<file path="src/rtl/screen_switcher.sv">
// Selects one of NUM_SCREENS VGA sources and switches between them on frame
// boundaries, optionally fading the picture out and back in around the cut.
module screen_switcher #(
    parameter int NUM_SCREENS = 5,
    parameter int RGB_W       = 12,
    parameter int FADE_EN     = 1,
    parameter int FADE_STEPS  = 8,
    localparam int SEL_W      = (NUM_SCREENS > 1) ? $clog2(NUM_SCREENS) : 1
) (
    input  logic                              clk,
    input  logic                              rst,
    input  logic [NUM_SCREENS-1:0][10:0]      in_hcount,
    input  logic [NUM_SCREENS-1:0][10:0]      in_vcount,
    input  logic [NUM_SCREENS-1:0]            in_hsync,
    input  logic [NUM_SCREENS-1:0]            in_vsync,
    input  logic [NUM_SCREENS-1:0]            in_hblnk,
    input  logic [NUM_SCREENS-1:0]            in_vblnk,
    input  logic [NUM_SCREENS-1:0][RGB_W-1:0] in_rgb,
    input  logic [SEL_W-1:0]                  sel_idx,
    input  logic                              sel_valid,
    output logic [10:0]                       out_hcount,
    output logic [10:0]                       out_vcount,
    output logic                              out_hsync,
    output logic                              out_vsync,
    output logic                              out_hblnk,
    output logic                              out_vblnk,
    output logic [RGB_W-1:0]                  out_rgb,
    output logic [SEL_W-1:0]                  cur_idx,
    output logic                              busy,
    output logic [1:0]                        state_dbg
);

    localparam int LVL_W = $clog2(FADE_STEPS) + 1;
    localparam int SHIFT = $clog2(FADE_STEPS);
    localparam int CH_W  = RGB_W / 3;
    localparam logic [LVL_W-1:0] LVL_MAX = FADE_STEPS[LVL_W-1:0];
    localparam logic [SEL_W:0]   NUM_S   = NUM_SCREENS[SEL_W:0];

    // Handshake: a request is sel_valid high for one clk with sel_idx; there is
    // no ready. Out-of-range indices are dropped; in-range requests made while
    // busy land in a one-deep pending slot where the latest request wins.
    typedef enum logic [1:0] {IDLE, FADE_OUT, SWITCH, FADE_IN} state_t;
    localparam state_t START = (FADE_EN != 0) ? FADE_OUT : SWITCH;

    state_t           state;
    logic [LVL_W-1:0] level;
    logic [SEL_W-1:0] target;
    logic [SEL_W-1:0] pend_idx;
    logic             pend_valid;
    logic             vblnk_q;

    logic [10:0]      src_hcount;
    logic [10:0]      src_vcount;
    logic             src_hsync;
    logic             src_vsync;
    logic             src_hblnk;
    logic             src_vblnk;
    logic [RGB_W-1:0] src_rgb;
    logic             fb;
    logic             req_ok;
    logic             nxt_valid;
    logic [SEL_W-1:0] nxt_idx;
    logic             relaunch;

    assign src_hcount = in_hcount[cur_idx];
    assign src_vcount = in_vcount[cur_idx];
    assign src_hsync  = in_hsync[cur_idx];
    assign src_vsync  = in_vsync[cur_idx];
    assign src_hblnk  = in_hblnk[cur_idx];
    assign src_vblnk  = in_vblnk[cur_idx];
    assign src_rgb    = in_rgb[cur_idx];

    assign fb        = src_vblnk & ~vblnk_q;
    assign req_ok    = sel_valid && ({1'b0, sel_idx} < NUM_S);
    assign busy      = (state != IDLE);
    assign state_dbg = state;

    // When a transition completes, a fresh request beats the pending one.
    always_comb begin
        nxt_valid = 1'b0;
        nxt_idx   = pend_idx;
        if (req_ok) begin
            nxt_valid = 1'b1;
            nxt_idx   = sel_idx;
        end else if (pend_valid) begin
            nxt_valid = 1'b1;
        end
    end

    // Completion always leaves cur_idx equal to target.
    assign relaunch = nxt_valid && (nxt_idx != target);

    function automatic logic [RGB_W-1:0] scale(input logic [RGB_W-1:0] rgb,
                                               input logic [LVL_W-1:0] lvl);
        logic [CH_W+LVL_W-1:0] prod;
        scale = '0;
        for (int c = 0; c < 3; c++) begin
            prod = {{LVL_W{1'b0}}, rgb[c*CH_W +: CH_W]} * {{CH_W{1'b0}}, lvl};
            scale[c*CH_W +: CH_W] = prod[SHIFT +: CH_W];
        end
    endfunction

    always_ff @(posedge clk) begin
        if (rst) begin
            state      <= IDLE;
            level      <= LVL_MAX;
            cur_idx    <= '0;
            target     <= '0;
            pend_idx   <= '0;
            pend_valid <= 1'b0;
            vblnk_q    <= 1'b0;
            out_hcount <= '0;
            out_vcount <= '0;
            out_hsync  <= 1'b0;
            out_vsync  <= 1'b0;
            out_hblnk  <= 1'b0;
            out_vblnk  <= 1'b0;
            out_rgb    <= '0;
        end else begin
            vblnk_q    <= src_vblnk;
            out_hcount <= src_hcount;
            out_vcount <= src_vcount;
            out_hsync  <= src_hsync;
            out_vsync  <= src_vsync;
            out_hblnk  <= src_hblnk;
            out_vblnk  <= src_vblnk;
            out_rgb    <= (src_hblnk || src_vblnk) ? '0 : scale(src_rgb, level);

            if (state != IDLE && req_ok) begin
                pend_valid <= 1'b1;
                pend_idx   <= sel_idx;
            end

            case (state)
                IDLE: begin
                    if (req_ok && sel_idx != cur_idx) begin
                        target <= sel_idx;
                        state  <= START;
                    end
                end
                FADE_OUT: begin
                    if (fb) begin
                        level <= level - 1'b1;
                        if (level == {{(LVL_W-1){1'b0}}, 1'b1})
                            state <= SWITCH;
                    end
                end
                SWITCH: begin
                    if (fb) begin
                        cur_idx <= target;
                        if (FADE_EN != 0) begin
                            state <= FADE_IN;
                        end else begin
                            pend_valid <= 1'b0;
                            if (relaunch) target <= nxt_idx;
                            state <= relaunch ? START : IDLE;
                        end
                    end
                end
                FADE_IN: begin
                    if (fb) begin
                        level <= level + 1'b1;
                        if (level == LVL_MAX - 1'b1) begin
                            pend_valid <= 1'b0;
                            if (relaunch) target <= nxt_idx;
                            state <= relaunch ? START : IDLE;
                        end
                    end
                end
                default: state <= IDLE;
            endcase
        end
    end

endmodule

</file>
<file path="config.mk">
export PLATFORM = sky130hd
export DESIGN_NAME = screen_switcher
export DESIGN_NICKNAME = d
export VERILOG_FILES = /design/src/rtl/screen_switcher.sv
export SDC_FILE = /design/constraint.sdc
export NUM_CORES = 1
export LEC_CHECK = 0
export CAP_MARGIN = 20
export CORE_ASPECT_RATIO = 0.5
export CORE_UTILIZATION = 43
export CTS_CLUSTER_SIZE = 10
export DETAILED_ROUTE_END_ITERATION = 12
export PLACE_DENSITY = 0.88
export REMOVE_ABC_BUFFERS = 1
export SLEW_MARGIN = 20
export SYNTH_ARGS = -nofsm -noshare
export SYNTH_HDL_FRONTEND = slang
export SYNTH_SLANG_ARGS = --single-unit
</file>
<file path="constraint.sdc">
create_clock -name clk -period 10 [get_ports clk]
set_input_delay 1.5 -clock clk [delete_from_list [all_inputs] [get_ports clk]]
set_output_delay 1.5 -clock clk [all_outputs]
set_load 0.02 [all_outputs]
</file>
==> qor.csv, run 1 <==
stage,metric,value,unit
global_routing,antenna_found_initial,0,
place,portBuffers,239,
worst_setup_path,cp_max_fo,4,
flow_run,drv_cap,0,
worst_setup_path,crit_slowest_cell,fa_1,
timing,slew_headroom,47.6,%
detailed_routing,vias,4334,
synthesis,synthDistinctLibCells,46,
min_path,hp-start,pend_valid$_SDFF_PP0_,
clocking,cts_setup_buffers,0,
layout,area_growth_syn_to_layout,61.3,%
die,initial_core_util,45.0,%
layout,fillerInstances,725,
detailed_routing,drt-wirelength-per-cell,18.1,microns
synthesis,synth_edf_count,0,
synthesis,synth_cells,437,
place,placed_cells,787,
global_routing,gr-usage-all-layers,28.4,%
timing,finalSetupViolations,0,
clocking,cts_max_path_buffers,2,
worst_setup_path,worst_ep_arrival_time,4.95,ns
synthesis,synthFlopType,dfxtp_1,
place,gp_congestion,0.892,
worst_setup_path,end_kind,flop,
worst_setup_path,path_class,input pin to flop,
timing,final-hold-violation-count,0,
layout,finish.utilization,72.5,%
clocking,cts_root_buf,clkbuf_16,
power_and_ir_drop,vdd_drop_max,0.0805,mV
clocking,cts_resized,0,
timing,grt_setup_unrepaired,no,
global_routing,use_met2,51.9,%
clocking,cts_inserted_buffers,5,
synthesis,avgSynthCellArea,9.88,sq um
clocking,clock_latency,0.30,ns
power_and_ir_drop,p_leak,2.79,nW
detailed_routing,antenna_left,0,
layout,antenna_cells,0,
worst_setup_path,max_stage_delay,0.54,ns
clocking,cts_tree,done,
die,die_y,72.9,microns
layout,multiInputGateArea,0.00300,sq mm
worst_setup_path,rr_worst_depth,13,
worst_setup_path,worstPathRequired,10.17,ns
worst_setup_path,crit_chain,clkdlybuf4s50_1 -> mux4_2 -> a22oi_1 -> nand2b_1 -> fa_1 -> fa_1 -> fa_1 -> inv_1 -> a21o_1 -> a21oi_1 -> xnor2_1 -> xnor2_1 -> nor2_1,
global_routing,grt_pass1_wl,22.3,mm
global_routing,grt_pass1_vias,4361,
clocking,cts_sinks,54,
layout,layout_commonest_cell,clkdlybuf4s50_1,
worst_setup_path,worstSetupStartpointType,input pin,
synthesis,yosysSeqAreaShare,25.0,%
synthesis,ys_ff_latch,54,
global_routing,overflow,0,
synthesis,syn_area,0.00432,sq mm
worst_setup_path,r2r_slack,5.71,ns
clocking,hold_buffers,0,
timing,clock_skew,0.00316,ns
status,status,"complete, no violations",
layout,drive_gt1_share,9.24,%
synthesis,ys.warnings.count,0,
die,num_rows,25,
worst_setup_path,r2r_start,cur_idx[0]$_SDFFE_PP0P_,
min_path,whs_path_depth,2,
worst_setup_path,crit_path_frequent_cell,fa_1,
min_path,hold_end,pend_valid$_SDFF_PP0_,
global_routing,top_usage_layer,met2,
timing,min_period_over_period,47.8,%
power_and_ir_drop,power.density_cell_area,120,mW/mm^2
detailed_routing,drc,0,
detailed_routing,firstDrtPassIters,4,
layout,nNetsFinal,899,
detailed_routing,wl,14.4,mm
die,coreArea,0.00960,sq mm
layout,final_cells,795,
die,chipWidth,144,microns
detailed_routing,drt_iter0_markers,349,
worst_setup_path,r2r_end,out_rgb[11]$_SDFF_PP0_,
timing,slew_viol_final,0,
clocking,htree_levels,2,
die,io_pins,240,
die,design.die.area,0.0105,sq mm
timing,worstMarginPinSlew,0.787,ns
layout,ff_latch_area,0.00108,sq mm
global_routing,grtUsageMet3,7.15,%
layout,final_cell_mix,"clkdlybuf4s50_1 (239), nor2_1 (64), dfxtp_1 (52)",
min_path,min_path_type,flop to flop,
timing,post-route-min-period,4.78,ns
global_routing,grtUsageMet1,33.6,%
detailed_routing,via_per_inst,5.45,
timing,fmax,209,MHz
power_and_ir_drop,power,0.838,mW
global_routing,grt_max_degree,42,
place,place_hpwl,11.4,mm
synthesis,async_flop_share,0,%
timing,fin_tns_setup,0,ns
clocking,path_clk_slew,0.08,ns
## sequential cells by signal (all words and copies together) (netlist names), 2 cells and up
name and count:
level 4, out_hcount 11, cur_idx 3, out_vcount 11, pend_idx 3, out_rgb 12, state_dbg 2, target 3
## metrics by stage
step | setup slack (ns) | hold slack, ns | instance area [sq um]
after detailed placement | 4.92 | 0.466 | 6790
after floorplan | 4.60 | 0.438 | 4180
after global placement | 5.00 | 0.457 | 6790
after CTS | 5.24 | 0.478 | 6960
after global routing | 5.04 | 0.507 | 6960
final | 5.22 | 0.485 | 6960
## final cells by class
class                      instances  share of cell area [%]
tap                              135                    2.43
inverter                          28                    1.51
timing repair buffer             244                    34.9
clock buffer                       5                    1.80
clock inverter                     3                   0.701
sequential                        54                    15.6
multi-input combinational        326                    43.1
## worst max-delay path by stage
| stage | start | to | slack (ns) | cells past startpoint |
|---|---|---|---|---|
| finish | in_rgb[33] | out_rgb[11]$_SDFF_PP0_ | 5.22 | 13 |
| global route | in_rgb[38] | out_rgb[3]$_SDFF_PP0_ | 5.04 | 15 |
| CTS | in_rgb[33] | out_rgb[11]$_SDFF_PP0_ | 5.24 | 13 |
| detailed placement | in_rgb[33] | out_rgb[11]$_SDFF_PP0_ | 4.92 | 13 |
| global placement | in_rgb[33] | out_rgb[11]$_SDFF_PP0_ | 5.00 | 13 |
| floorplan | cur_idx[0]$_SDFFE_PP0P_ | out_rgb[3]$_SDFF_PP0_ | 4.60 | 14 |
## metal layers
| metal | wire length (microns) | vias to the layer above |
|---|---|---|
| li1 | - | 2027 |
| met1 | 5700 | 2109 |
| met2 | 7380 | 175 |
| met3 | 1040 | 23 |
| met4 | 235 | 0 |
| met5 | 0 | - |
## power breakdown
| group | total [mW] | switching (mW) | internal, mW |
|---|---|---|---|
| Combinational | 0.366 | 0.166 | 0.200 |
| Clock | 0.209 | 0.0885 | 0.120 |
| Sequential | 0.263 | 0.0262 | 0.237 |
## cells in the mapped netlist, types with 6 or more instances
master	instances	area (sq um)
nor2_1	64	240
nand2b_1	10	62.6
a22oi_1	36	270
nand3_1	6	30.0
nand2_1	18	67.6
inv_1	28	105
xnor2_1	12	105
xor2_1	11	96.3
a21oi_1	9	45.0
dfxtp_1	54	1080
clkbuf_1	15	56.3
nor3_1	6	30.0
buf_2	7	35.0
nor2b_1	13	81.3
mux4_2	38	856
ha_1	32	400
and2_1	9	56.3
fa_1	12	240
## worst max-delay path, delay by kind of cell
| kind | cells | cell delay (ns) |
|---|---|---|
| adders and majority gates | 3 | 1.47 |
| buffers and inverters | 2 | 0.51 |
| muxes | 1 | 0.47 |
| AOI/OAI and AO/OA | 3 | 0.47 |
| xor gates and xnor gates | 2 | 0.31 |
| and+or+nand+nor | 2 | 0.23 |
## cell families after synthesis
kind of cell	after synthesis	share of synthesized area [%]
AND/OR/NAND/NOR	139	15.6
AO/OA/AOI/OAI	77	13.3
buffers and inverters	57	5.59
flip-flops	54	25.0
adder cells (fa/ha/maj)	44	14.8
multiplexers	43	21.0
XOR/XNOR	23	4.67
Power figures use the tool's default switching activity.
==> inputs of run 2 (changes only) <==
- CORE_UTILIZATION: 43 -> 36
- PLACE_DENSITY: 0.88 -> 0.79
- clock period: 10 -> 4.3 ns (I/O delays scaled with it)
==> qor.csv, run 2 (synthesized netlist as in run 1, its figures left out) <==
stage,metric,value,unit,change
timing,finalSetupViolations,0,,unchanged
clocking,cts_root_buf,clkbuf_16,,unchanged
detailed_routing,via_per_inst,5.11,,was 5.45
layout,largest_register_ffs,12,,unchanged
place,portBuffers,239,,unchanged
worst_setup_path,worst_ep_arrival_time,4.12,ns,was 4.95 ns
detailed_routing,drc,0,,unchanged
clocking,hold_buffers,0,,unchanged
die,num_rows,27,,was 25
die,io_pins,240,,unchanged
timing,slew_headroom,53.8,%,was 47.6%
timing,fmax,253,MHz,
clocking,cts_setup_buffers,0,,unchanged
global_routing,grt_pass1_vias,4367,,"was 4,361"
layout,finish.utilization,62.5,%,was 72.5%
clocking,cts_inserted_buffers,5,,unchanged
worst_setup_path,worstPathRequired,4.47,ns,was 10.17 ns
timing,worstMarginPinSlew,0.682,ns,was 0.787 ns
layout,regMostFlops,out_rgb,,unchanged
clocking,cts_tree,done,,unchanged
layout,reg_top3,"out_rgb (12), out_hcount (11), out_vcount (11)",,unchanged
die,die_y,79.4,microns,was 72.9 microns
timing,grt_setup_unrepaired,no,,unchanged
place,placed_cells,821,,was 787
die,chipWidth,157,microns,was 144 microns
clocking,cts_max_path_buffers,2,,unchanged
power_and_ir_drop,p_leak,2.84,nW,was 2.79 nW
layout,final_cell_mix,"clkdlybuf4s50_1 (239), nor2_1 (64), dfxtp_1 (52)",,unchanged
clocking,path_clk_slew,0.08,ns,about the same
timing,post-route-min-period,3.95,ns,
global_routing,overflow,0,,unchanged
die,coreArea,0.0113,sq mm,was 0.00960 sq mm
global_routing,grt_max_degree,42,,unchanged
layout,layout_commonest_cell,clkdlybuf4s50_1,,unchanged
worst_setup_path,end_kind,flop,,unchanged
detailed_routing,firstDrtPassIters,5,,was 4
die,initial_core_util,38.2,%,was 45.0%
place,gp_congestion,0.853,,was 0.892
detailed_routing,antenna_left,0,,unchanged
timing,clock_skew,0.00588,ns,was 0.00316 ns
place,place_hpwl,11.2,mm,was 11.4 mm
min_path,hp-start,pend_valid$_SDFF_PP0_,,unchanged
timing,min_period_over_period,91.9,%,
clocking,cts_sinks,54,,unchanged
detailed_routing,drt_iter0_markers,206,,was 349
global_routing,gr-usage-all-layers,22.8,%,was 28.4%
power_and_ir_drop,power.density_cell_area,275,mW/mm^2,was 120 mW/mm^2
global_routing,grt_pass1_wl,22.0,mm,was 22.3 mm
clocking,cts_resized,0,,unchanged
status,status,"complete, no violations",,unchanged
detailed_routing,vias,4240,,"was 4,334"
worst_setup_path,cp_max_fo,27,,was 4
die,design.die.area,0.0125,sq mm,was 0.0105 sq mm
clocking,htree_levels,2,,unchanged
clocking,clock_latency,0.30,ns,about the same
worst_setup_path,r2r_start,cur_idx[0]$_SDFFE_PP0P_,,unchanged
layout,fillerInstances,963,,was 725
timing,final-hold-violation-count,0,,unchanged
worst_setup_path,crit_path_start,cur_idx[0]$_SDFFE_PP0P_,,was in_rgb[33]
flow_run,drv_cap,0,,unchanged
layout,area_growth_syn_to_layout,63.7,%,was 61.3%
detailed_routing,wl,13.9,mm,was 14.4 mm
min_path,min_path_type,flop to flop,,unchanged
layout,antenna_cells,0,,unchanged
layout,final_cells,829,,was 795
layout,drive_gt1_share,10.6,%,was 9.24%
timing,slew_viol_final,0,,unchanged
worst_setup_path,path_class,flop to flop,,was input pin to flop
global_routing,antenna_found_initial,0,,unchanged
power_and_ir_drop,vdd_drop_max,0.193,mV,was 0.0805 mV
detailed_routing,drt-wirelength-per-cell,16.7,microns,was 18.1 microns
worst_setup_path,worstSetupStartpointType,flop,,was input pin
layout,nNetsFinal,909,,was 899
[run 2: metal layers]
layer	part of all wire, %	global-route usage [%]
met5	0	0
met4	1.8	5.98
met3	4.9	3.69
met2	51	41.1
met1	43	28.4
[run 2: layout make-up]
| cell class | instances | area, sq um | area share [%] |
|---|---|---|---|
| multi-input cells | 326 | 3000 | 42.5 |
| repair buffers | 254 | 2500 | 35.4 |
| flip-flops and latches | 54 | 1090 | 15.4 |
| well taps | 159 | 199 | 2.81 |
| clock buffers | 5 | 125 | 1.77 |
| inverters | 28 | 105 | 1.49 |
| clock inverters | 3 | 47.5 | 0.673 |
[run 2: critical path, stage by stage (launching register included)]
cell and delay [ns]:
dfxtp_4 0.52, nor3b_4 0.62, a22oi_1 0.21, nand2b_1 0.20, fa_1 0.53, inv_1 0.06, fa_1 0.56, inv_1 0.06
fa_1 0.46, inv_1 0.07, a21o_1 0.10, a21oi_1 0.07, xnor2_1 0.17, xnor2_1 0.13, nor2_1 0.05
[run 2: path summary, 6_finish.rpt]
path	endpoint	slack (ns)	depth (start not counted)
hold / removal	pend_valid$_SDFF_PP0_	0.48	2
hold reg to reg	pend_valid$_SDFF_PP0_	0.48	2
setup / recovery	out_rgb[3]$_SDFF_PP0_	0.35	14
setup reg to reg	out_rgb[3]$_SDFF_PP0_	0.35	14
[run 2: through the flow]
step / worst slack [ns] / total power, mW / setup TNS [ns] / hold WS, ns / area, sq um
2_1_floorplan: -1.10 / 1.09 / -9.63 / 0.438 / 4180
3_3_place_gp: 0.238 / 1.44 / 0 / 0.459 / 6900
3_5_place_dp: 0.161 / 1.47 / 0 / 0.466 / 6900
4_1_cts: 0.282 / 1.96 / 0 / 0.476 / 7070
5_1_grt: 0.0174 / 2.07 / 0 / 0.501 / 7070
6_report: 0.349 / 1.94 / 0 / 0.476 / 7070
[run 2: where the power goes]
| part | switching [mW] | total [mW] | leakage (nW) | internal, mW |
|---|---|---|---|---|
| clock | 0.204 | 0.483 | 0.0844 | 0.279 |
| sequential | 0.0576 | 0.608 | 0.446 | 0.551 |
| combinational | 0.384 | 0.853 | 2.31 | 0.470 |
| total | 0.645 | 1.94 | 2.84 | 1.30 |
==> inputs of run 3 (changes only) <==
--- a/config.mk
+++ b/config.mk
@@ -8,8 +8,8 @@
 export CAP_MARGIN = 20
 export CORE_ASPECT_RATIO = 0.5
-export CORE_UTILIZATION = 36
+export CORE_UTILIZATION = 30
 export CTS_CLUSTER_SIZE = 10
 export DETAILED_ROUTE_END_ITERATION = 12
-export PLACE_DENSITY = 0.79
+export PLACE_DENSITY = 0.68
 export REMOVE_ABC_BUFFERS = 1
 export SLEW_MARGIN = 20
==> constraint.sdc (replaced) <==
create_clock -name clk -period 3.5 [get_ports clk]
set_input_delay 0.525 -clock clk [delete_from_list [all_inputs] [get_ports clk]]
set_output_delay 0.525 -clock clk [all_outputs]
set_load 0.1 [all_outputs]
==> qor.csv, run 3 (synthesized netlist as in run 1, its figures left out) <==
stage,metric,value,unit,change
layout,nNetsFinal,956,,was 909
die,die_y,86.8,microns,was 79.4 microns
timing,min_period_over_period,100,%,
flow_run,drv_cap,0,,unchanged
timing,post-route-min-period,3.52,ns,
power_and_ir_drop,p_leak,3.17,nW,was 2.84 nW
detailed_routing,drt_iter0_markers,138,,was 206
die,io_pins,240,,unchanged
timing,fmax,284,MHz,
place,postPlaceCellArea,0.00718,sq mm,was 0.00690 sq mm
clocking,path_clk_slew,0.08,ns,about the same
layout,drive_gt1_share,20.9,%,was 10.6%
place,portBuffers,239,,unchanged
detailed_routing,vias,4339,,"was 4,240"
detailed_routing,antenna_left,0,,unchanged
clocking,cts_inserted_buffers,5,,unchanged
worst_setup_path,cp_max_fo,3,,was 27
die,chipWidth,172,microns,was 157 microns
clocking,clock_latency,0.30,ns,about the same
place,post-place-ws,-0.582,ns,was 0.161 ns
worst_setup_path,worst_ep_arrival_time,3.69,ns,was 4.12 ns
die,initial_core_util,31.3,%,was 38.2%
power_and_ir_drop,power,2.79,mW,was 1.94 mW
clocking,cts_root_buf,clkbuf_16,,unchanged
place,gp_congestion,0.841,,was 0.853
timing,clock_skew,0.00281,ns,was 0.00588 ns
layout,finish.utilization,55.9,%,was 62.5%
layout,reg_top3,"out_rgb (12), out_hcount (11), out_vcount (11)",,unchanged
clocking,cts_tree,done,,unchanged
clocking,cts_max_path_buffers,2,,unchanged
timing,final-hold-violation-count,0,,unchanged
global_routing,grt_max_degree,41,,was 42
worst_setup_path,path_class,input pin to flop,,was flop to flop
timing,finalSetupViolations,1,,was 0
clocking,cts_sinks,54,,unchanged
timing,hold-worst-slack,0.486,ns,was 0.476 ns
layout,largest_register_ffs,12,,unchanged
worst_setup_path,worstPathRequired,3.67,ns,was 4.47 ns
status,status,"finished, violations left",,"was complete, no violations"
die,num_rows,30,,was 27
timing,setup_ws,-0.0159,ns,was 0.349 ns
die,design.die.area,0.0149,sq mm,was 0.0125 sq mm
layout,layout_commonest_cell,clkdlybuf4s50_1,,unchanged
die,coreArea,0.0138,sq mm,was 0.0113 sq mm
place,placed_cells,882,,was 821
layout,area_growth_syn_to_layout,78.8,%,was 63.7%
place,place_hpwl,11.7,mm,was 11.2 mm
detailed_routing,wl,14.6,mm,was 13.9 mm
worst_setup_path,worstSetupStartpointType,input pin,,was flop
layout,regMostFlops,out_rgb,,unchanged
timing,worstMarginPinSlew,1.03,ns,was 0.682 ns
global_routing,grt_pass1_wl,22.4,mm,was 22.0 mm
status,failed_checks,negative setup slack,,
layout,stdcell_area,0.00772,sq mm,was 0.00707 sq mm
detailed_routing,firstDrtPassIters,4,,was 5
global_routing,overflow,0,,unchanged
power_and_ir_drop,power.density_cell_area,361,mW/mm^2,was 275 mW/mm^2
timing,fin_tns_setup,-0.0159,ns,was 0 ns
layout,antenna_cells,0,,unchanged
timing,slew_viol_final,0,,unchanged
power_and_ir_drop,vdd_drop_max,0.261,mV,was 0.193 mV
timing,slew_headroom,31.2,%,was 53.8%
global_routing,grt_pass1_vias,4439,,"was 4,367"
worst_setup_path,end_kind,flop,,unchanged
min_path,min_path_type,flop to flop,,unchanged
detailed_routing,drt-wirelength-per-cell,16.1,microns,was 16.7 microns
layout,final_cells,909,,was 829
clocking,htree_levels,2,,unchanged
detailed_routing,via_per_inst,4.77,,was 5.11
global_routing,gr-usage-all-layers,19.6,%,was 22.8%
layout,final_cell_mix,"clkdlybuf4s50_1 (228), nor2_1 (61), buf_4 (53)",,"was clkdlybuf4s50_1 (239), nor2_1 (64), dfxtp_1 (52)"
timing,grt_setup_unrepaired,yes,,was no
global_routing,antenna_found_initial,0,,unchanged
detailed_routing,drc,0,,unchanged
run 3: cell types whose count changed in the layout (fill, tap and decap cells not counted), moves of 5 or more:
cell	change
dlygate4sd2_1	+6
a22oi_2	+7
clkdlybuf4s50_1	-11
buf_6	+5
buf_4	+38
a22oi_1	-7
run 3: final timing paths:
path / endpoint / slack (ns) / cells past startpoint / start
worst max register to register: out_rgb[11]$_SDFF_PP0_ / -0.01 / 14 / cur_idx[0]$_SDFFE_PP0P_
worst max-delay path: out_rgb[11]$_SDFF_PP0_ / -0.02 / 13 / in_rgb[44]
worst min register to register: pend_valid$_SDFF_PP0_ / 0.49 / 2 / pend_valid$_SDFF_PP0_
worst min-delay path: pend_valid$_SDFF_PP0_ / 0.49 / 2 / pend_valid$_SDFF_PP0_
run 3: power breakdown:
group / internal, mW / switching, mW / leakage, nW
Clock: 0.343 / 0.257 / 0.0844
Sequential: 0.676 / 0.0580 / 0.446
Combinational: 0.651 / 0.803 / 2.64
run 3: final cells by class:
| cell class | instances | area [sq um] |
|---|---|---|
| Clock buffer | 5 | 125 |
| Clock inverter | 3 | 47.5 |
| Fill cell | 1280 | 6090 |
| Inverter | 28 | 105 |
| Multi-Input combinational cell | 326 | 3140 |
| Sequential cell | 54 | 1090 |
| Tap cell | 192 | 240 |
| Timing Repair Buffer | 301 | 2970 |
run 3: repair_timing:
| action | in CTS | in global routing |
|---|---|---|
| setup buffers | 8 | 9 |
| gates resized for setup | 30 | 21 |
| endpoints found under the setup margin | 6 | 6 |
| hold buffers | 0 | 0 |
| pin swaps | 19 | 23 |
| gates cloned | 1 | 1 |
run 3: per-layer routing:
metal  share of wire [%]  vias to the layer above  track usage [%]  routed length, microns
li1                    -                     2141                -                       -
met1                  42                     2066             23.2                    6130
met2                  52                      110             36.3                    7620
met3                 3.9                       22             3.38                     563
met4                 2.0                        0             6.01                     299
met5                   0                        -                0                       0
run 3: worst max-delay path: stages:
cell             delay (ns)
clkdlybuf4s50_1        0.40
mux4_2                 0.48
a22oi_2                0.21
nand2b_1               0.17
fa_1                   0.41
fa_1                   0.50
fa_2                   0.39
inv_2                  0.05
a21o_1                 0.13
a21oi_2                0.06
xnor2_1                0.16
xnor2_1                0.14
nor2_1                 0.05
